## src/rtl/smem_arbiter.sv

```systemverilog
// Screen-memory write arbiter: CPU writes take strict priority over a block-fill engine.
// Define SMEM_ARB_FAIR_EN to add a guard that forces one fill slot after 4 consecutive CPU grants in FILL.
module smem_arbiter #(
  parameter int ADDR_W = 11,
  parameter int CELL_W = 2
) (
  input  logic              clk,
  input  logic              reset,
  input  logic              cpu_req,
  input  logic [ADDR_W-1:0] cpu_addr,
  input  logic [CELL_W-1:0] cpu_data,
  output logic              cpu_gnt,
  input  logic              fill_start,
  input  logic [ADDR_W-1:0] fill_base,
  input  logic [ADDR_W-1:0] fill_len,
  input  logic [CELL_W-1:0] fill_value,
  output logic              fill_busy,
  output logic              fill_done,
  output logic              smem_wr,
  output logic [ADDR_W-1:0] smem_addr,
  output logic [CELL_W-1:0] smem_data
);

  typedef enum logic [1:0] {
    IDLE = 2'd0,
    FILL = 2'd1,
    DONE = 2'd2
  } state_t;

  state_t            r_state;
  state_t            w_state_nxt;
  logic [ADDR_W-1:0] r_base;
  logic [ADDR_W-1:0] r_len;
  logic [ADDR_W-1:0] r_count;
  logic [CELL_W-1:0] r_value;
  logic [ADDR_W-1:0] w_fill_addr;
  logic              w_fill_last;
  logic              w_cpu_gnt;
  logic              w_fill_gnt;
  logic              w_fair_block;

  assign w_fill_addr = r_base + r_count;
  assign w_fill_last = (r_count == (r_len - ADDR_W'(1)));
  assign w_cpu_gnt   = cpu_req & ~reset & ~w_fair_block;
  assign w_fill_gnt  = (r_state == FILL) & ~w_cpu_gnt & ~reset;
  assign cpu_gnt     = w_cpu_gnt;
  assign fill_busy   = (r_state == FILL);
  assign fill_done   = (r_state == DONE);

`ifdef SMEM_ARB_FAIR_EN
  logic [2:0] r_fair_cnt;

  assign w_fair_block = (r_state == FILL) && (r_fair_cnt == 3'd4);

  // Run length of CPU grants that stalled the fill; any fill slot or exit from FILL restarts it
  always_ff @(posedge clk) begin
    if (reset) begin
      r_fair_cnt <= 3'd0;
    end else if ((r_state != FILL) || w_fill_gnt) begin
      r_fair_cnt <= 3'd0;
    end else if (w_cpu_gnt) begin
      r_fair_cnt <= r_fair_cnt + 3'd1;
    end
  end
`else
  assign w_fair_block = 1'b0;
`endif

  // State register
  always_ff @(posedge clk) begin
    if (reset) begin
      r_state <= IDLE;
    end else begin
      r_state <= w_state_nxt;
    end
  end

  // Next-state logic; a zero-length fill goes straight to the completion pulse
  always_comb begin
    w_state_nxt = r_state;
    case (r_state)
      IDLE: begin
        if (fill_start) begin
          if (fill_len != {ADDR_W{1'b0}}) begin
            w_state_nxt = FILL;
          end else begin
            w_state_nxt = DONE;
          end
        end else begin
          w_state_nxt = IDLE;
        end
      end
      FILL: begin
        if (w_fill_gnt && w_fill_last) begin
          w_state_nxt = DONE;
        end else begin
          w_state_nxt = FILL;
        end
      end
      DONE:    w_state_nxt = IDLE;
      default: w_state_nxt = IDLE;
    endcase
  end

  // Fill job parameters and progress counter
  always_ff @(posedge clk) begin
    if (reset) begin
      r_base  <= {ADDR_W{1'b0}};
      r_len   <= {ADDR_W{1'b0}};
      r_value <= {CELL_W{1'b0}};
      r_count <= {ADDR_W{1'b0}};
    end else if ((r_state == IDLE) && fill_start && (fill_len != {ADDR_W{1'b0}})) begin
      r_base  <= fill_base;
      r_len   <= fill_len;
      r_value <= fill_value;
      r_count <= {ADDR_W{1'b0}};
    end else if (w_fill_gnt) begin
      r_count <= r_count + ADDR_W'(1);
    end
  end

  // Registered write port; address and data hold between writes
  always_ff @(posedge clk) begin
    if (reset) begin
      smem_wr   <= 1'b0;
      smem_addr <= {ADDR_W{1'b0}};
      smem_data <= {CELL_W{1'b0}};
    end else if (w_cpu_gnt) begin
      smem_wr   <= 1'b1;
      smem_addr <= cpu_addr;
      smem_data <= cpu_data;
    end else if (w_fill_gnt) begin
      smem_wr   <= 1'b1;
      smem_addr <= w_fill_addr;
      smem_data <= r_value;
    end else begin
      smem_wr   <= 1'b0;
    end
  end

endmodule

```

## config.mk

```make
export PLATFORM = sky130hd
export DESIGN_NAME = smem_arbiter
export DESIGN_NICKNAME = d
export VERILOG_FILES = /design/src/rtl/smem_arbiter.sv
export SDC_FILE = /design/constraint.sdc
export NUM_CORES = 1
export LEC_CHECK = 0
export ABC_AREA = 1
export CAP_MARGIN = 40
export CORE_ASPECT_RATIO = 1.4
export CORE_UTILIZATION = 49
export DETAILED_ROUTE_END_ITERATION = 8
export PLACE_DENSITY = 0.76
export SKIP_LAST_GASP = 1
export SLEW_MARGIN = 10
export SYNTH_ARGS = -nofsm -noshare
export SYNTH_HDL_FRONTEND = slang
export SYNTH_SLANG_ARGS = --single-unit
```

## constraint.sdc

```tcl
create_clock -name clk -period 2.65 [get_ports clk]
set_input_delay 0.795 -clock clk [delete_from_list [all_inputs] [get_ports clk]]
set_output_delay 0.795 -clock clk [all_outputs]
set_load 0.01 [all_outputs]
```

; ---- Yosys cells after proc, flatten, opt, wreduce, memory -nomap -nowiden
; Index checks and enable logic that the tools add are counted.
[word_totals]
ff_bits = 51
input_bits = 41
output_inout_bits = 17
wordCells = 36
[classes]
add_sub_neg = 3
eq_ne = 3
muxes = 10
bitwise = 5
n_reduce_logical = 7
[op_table]
columns = cell, count
row1 = two-way mux 11 bit, 2
row2 = "adder 11 x 1 -> 11 bit, second input constant", 1
row3 = adder 11 bit, 1
row4 = equality test 11 bit, 1
row5 = nonzero test 11 bit, 1
row6 = "subtractor 11 x 1 -> 11 bit, second input constant", 1
row7 = two-way mux 2 bit, 5
row8 = one-hot mux 2 bit (2 select lines), 1
row9 = bitwise AND 1 bit, 3
row10 = logical AND 1 bit, 3
row11 = "equality test 2 x 1 -> 1 bit, second input constant", 1
row12 = "equality test 2 bit, second input constant", 1
row13 = zero test 2 bit, 1
row14 = two-way mux 1 bit, 2
row15 = NOT 1 bit, 2
row16 = nonzero test 2 bit, 1
row17 = OR reduction 2 bit, 1

; ---- Longest topological paths before layout
; Gate-level depths: netlist of the first run.
[logic_depth]
ltp_word = 8
mapped_depth = 14
mapped_depth_nobuf = 13

; ---- Worst setup path after synthesis of the first run
; Ideal clock, no wire load.
[synth_path]
kind = input -> output
startpoint = input port reset
endpoint = output port cpu_gnt
arrival_ns = 1.387
t_required_ns = 1.855
setup_slack_ns = 0.468
stages = 5
path_buffers = 2
cell_sequence = buf_6 -> inv_4 -> nand2_8 -> inv_1 -> buf_2
[synth_between]
elab_chain_len = 2
[synth_lines]
columns = element, line_no
row1 = start: declaration, 8  ; input logic reset,
row2 = NOT 1 bit, 44  ; assign w_cpu_gnt = cpu_req & ~reset & ~w_fair_block;
row3 = bitwise AND 1 bit, 44
row4 = end: declaration, 12  ; output logic cpu_gnt,
; Every way passes these cells.

; ---- Worst setup path after layout of the first run
; Ends and elaborated chain as after synthesis.

==> results of run 1 <==
==> synthesized netlist by cell type, drive strengths merged, types with 2 or more instances <==
cell      n  area (um^2)
nor4      2         12.5
nand3b    2         15.0
ha       12          150
or2       3         18.8
clkbuf    9         33.8
nor2     70          280
nand2   112          447
a21o      2         15.0
inv      47          179
nand4     9         56.3
nor3      6         41.3
buf       6         42.5
o211ai    2         15.0
dfxtp    51         1020
a31oi     5         31.3
o21ai    45          225
xnor2     4         35.0
a21oi    26          130
xor2     14          123
nand3    32          160
==> layer usage <==
metal | up-vias | part of all wire [%] | track usage (%)
li1 | 1639 | - | -
met1 | 1422 | 42 | 29.0
met2 | 75 | 51 | 48.2
met3 | 20 | 4.2 | 4.43
met4 | 0 | 3.1 | 10.9
met5 | - | 0 | 0
==> state kept, by name (all words and copies together) (netlist names) <==
signal     flops
smem_addr     11
r_base        11
r_value        2
r_state        2
smem_data      2
r_count       11
r_len         11
smem_wr        1
==> how the worst min path moves through the flow <==
stage,from,to,slack [ns]
2_1_floorplan,r_value[0],r_value[0],0.46
5_1_grt,smem_addr[5],smem_addr[5],0.50
3_5_place_dp,smem_addr[7],smem_addr[7],0.47
4_1_cts,smem_addr[7],smem_addr[7],0.48
3_3_place_gp,smem_addr[5],smem_addr[5],0.46
6_report,smem_addr[9],smem_addr[9],0.48
==> kinds of logic after synthesis <==
kind of cell / Yosys count
and+or+nand+nor: 237
AOI/OAI and AO/OA: 81
buffers and inverters: 62
DFF: 51
xor gates and xnor gates: 18
adders and majority gates: 13
==> final cells by class <==
type,count,area [um^2],area share [%]
multi-input combinational,349,1790,45.8
clock inverter,1,30.0,0.768
inverter,47,179,4.58
tap,70,87.6,2.24
sequential,51,1020,26.1
clock buffer,6,72.6,1.86
timing repair buffer,77,731,18.7
==> timing repair <==
action / in CTS / in global routing
hold endpoints to repair: 0 / 0
endpoints found under the setup margin: 1 / 0
buffers inserted: 0 / 0
resized for setup: 2 / 0
==> power groups by stage <==
stage,sequential (W),combinational [W],clock [W]
after detailed placement,0.000873,0.000469,0
after floorplan,0.000872,0.000268,0
final,0.000856,0.000470,0.000527
after global placement,0.000873,0.000461,0
after CTS,0.000856,0.000471,0.000540
after global routing,0.000861,0.000528,0.000567
==> through the flow <==
| stage | total power (W) | setup WS (ns) |
|---|---|---|
| after floorplan | 0.00114 | 0.468 |
| after global placement | 0.00133 | -0.154 |
| after detailed placement | 0.00134 | -0.149 |
| after CTS | 0.00187 | 0.0977 |
| after global routing | 0.00196 | 0.0483 |
| final | 0.00185 | 0.104 |
==> worst max-delay path, cell delays in order <==
cell             delay, ns
clkdlybuf4s50_1       0.53
inv_4                 0.06
nand2_8               0.05
inv_1                 0.04
dlygate4sd2_1         0.27
==> results.cfg, run 1 <==
[final_layout]
nets = 585
final_common_cell = nand2_1
layout.cells.non_filler = 601
area_growth_pct = 27.6
drive_gt1_share_pct = 7.34
final_util_pct = 65.8
antenna_cells = 0
layout_common_cells = nand2_1 (109), nor2_1 (65), clkdlybuf4s50_1 (55)
fillers = 556
fin_area_um2 = 3910

[power_and_ir_drop]
power_frac_comb_pct = 25.3
power.clock.fraction_pct = 28.5
p_int_w = 0.00131
ir_drop_mv = 0.315
switching_share_pct = 29.2
seqPwrFrac_pct = 46.2
p_sw_w = 0.000540
power_density_nw_per_um2 = 474
p_leak_nw = 1.78

[placed_design]
port_buffers = 57
finalWeightedCongestion = 0.876
place_area_um2 = 3810
dpl.cell_count = 594
dp_hpwl_um = 6270

[yosys]
synth_edf_count = 0
synth_top_family_by_area = simple AND/OR/NAND/NOR gates
synth_area_per_cell_um2 = 6.64
synthAdderAreaFrac_pct = 5.55
synth_seq_cells = 51
synth_compound_area_share_pct = 13.8
synth_xor_area_share_pct = 5.14
synth_warnings = 0
synthMuxAreaShare_pct = 0
synthSimpleGateAreaFrac_pct = 33.8
ys.flop_type = dfxtp_1
synth_area_um2 = 3070
async_flop_share_pct = 0
ys_types = 32
ys_seq_area_share_pct = 33.3
synth_cells = 462
syn_nets = 516

[worst_setup_path]
crit_start = reset
path_class = primary input to output pin
cp.arrival_ns = 1.75
required_ns = 1.86
rrSetupSlack_ns = 0.43
reg2reg_depth = 9
cp-start-kind = primary input
cp-end-kind = output pin
r2r_start = r_count[0]
cp-endpoint = cpu_gnt
worstReg2RegEnd = smem_addr[6]
cp_max_fo = 2

[floorplanning]
dieArea_um2 = 6580
start_util_pct = 51.6
core_area_um2 = 5950
row_count = 33
io_pins = 58
die_w_um = 68.8
fp.dieH_um = 95.6

[sta]
finalCritPeriodShare_pct = 96.1
tightest_slew_ns = 0.379
finalHoldViolCount = 0
slew_headroom_pct = 74.5
rsz0062_at_grt = false
finalHoldWorstSlack_ns = 0.481
setup_viol = 0
drv_slew = 0
max_freq_mhz = 393
clock_skew_ns = 0.00547
setup_tns_ns = 0
period_minus_slack_ns = 2.55

[detailed_routing]
first_iter_violations = 111
post_drt_via_cell_ratio = 5.25
routedWlPerCell_um = 13.3
routed_wirelength_um = 7980
ant_nets = 0
drc_errors = 0
vias = 3156
drtPass1Iterations = 4

[clocking]
cts_sinks = 51
cts.hold.buffers_added = 0
htreeDepth = 2
cts_tree = done
cts.clk_slew.worst_paths_ns = 0.08
cts_buffers = 5
cts_max_path_buffers = 2
cts_root_buf = clkbuf_8
clock_latency_ns = 0.30

[global_routing]
grt_pass1_wl_um = 13000
grt_antenna_before_repair = 0
grt_max_degree = 33
grt-ovfl-total = 0
first_global_vias = 2942
track_usage_pct = 26.4

[min_path]
hold_depth = 2
worstHoldPathType = flop to flop

[run_status]
status = complete, no violations

[flow_run]
drv_cap = 0
No activity file was read; power rests on OpenSTA's default activity.
==> inputs of run 2 (changes only) <==
- CTS_CLUSTER_SIZE: default -> 16
==> results of run 2 <==
No change in the layout: final DEF, timing and power equal those of run 1.
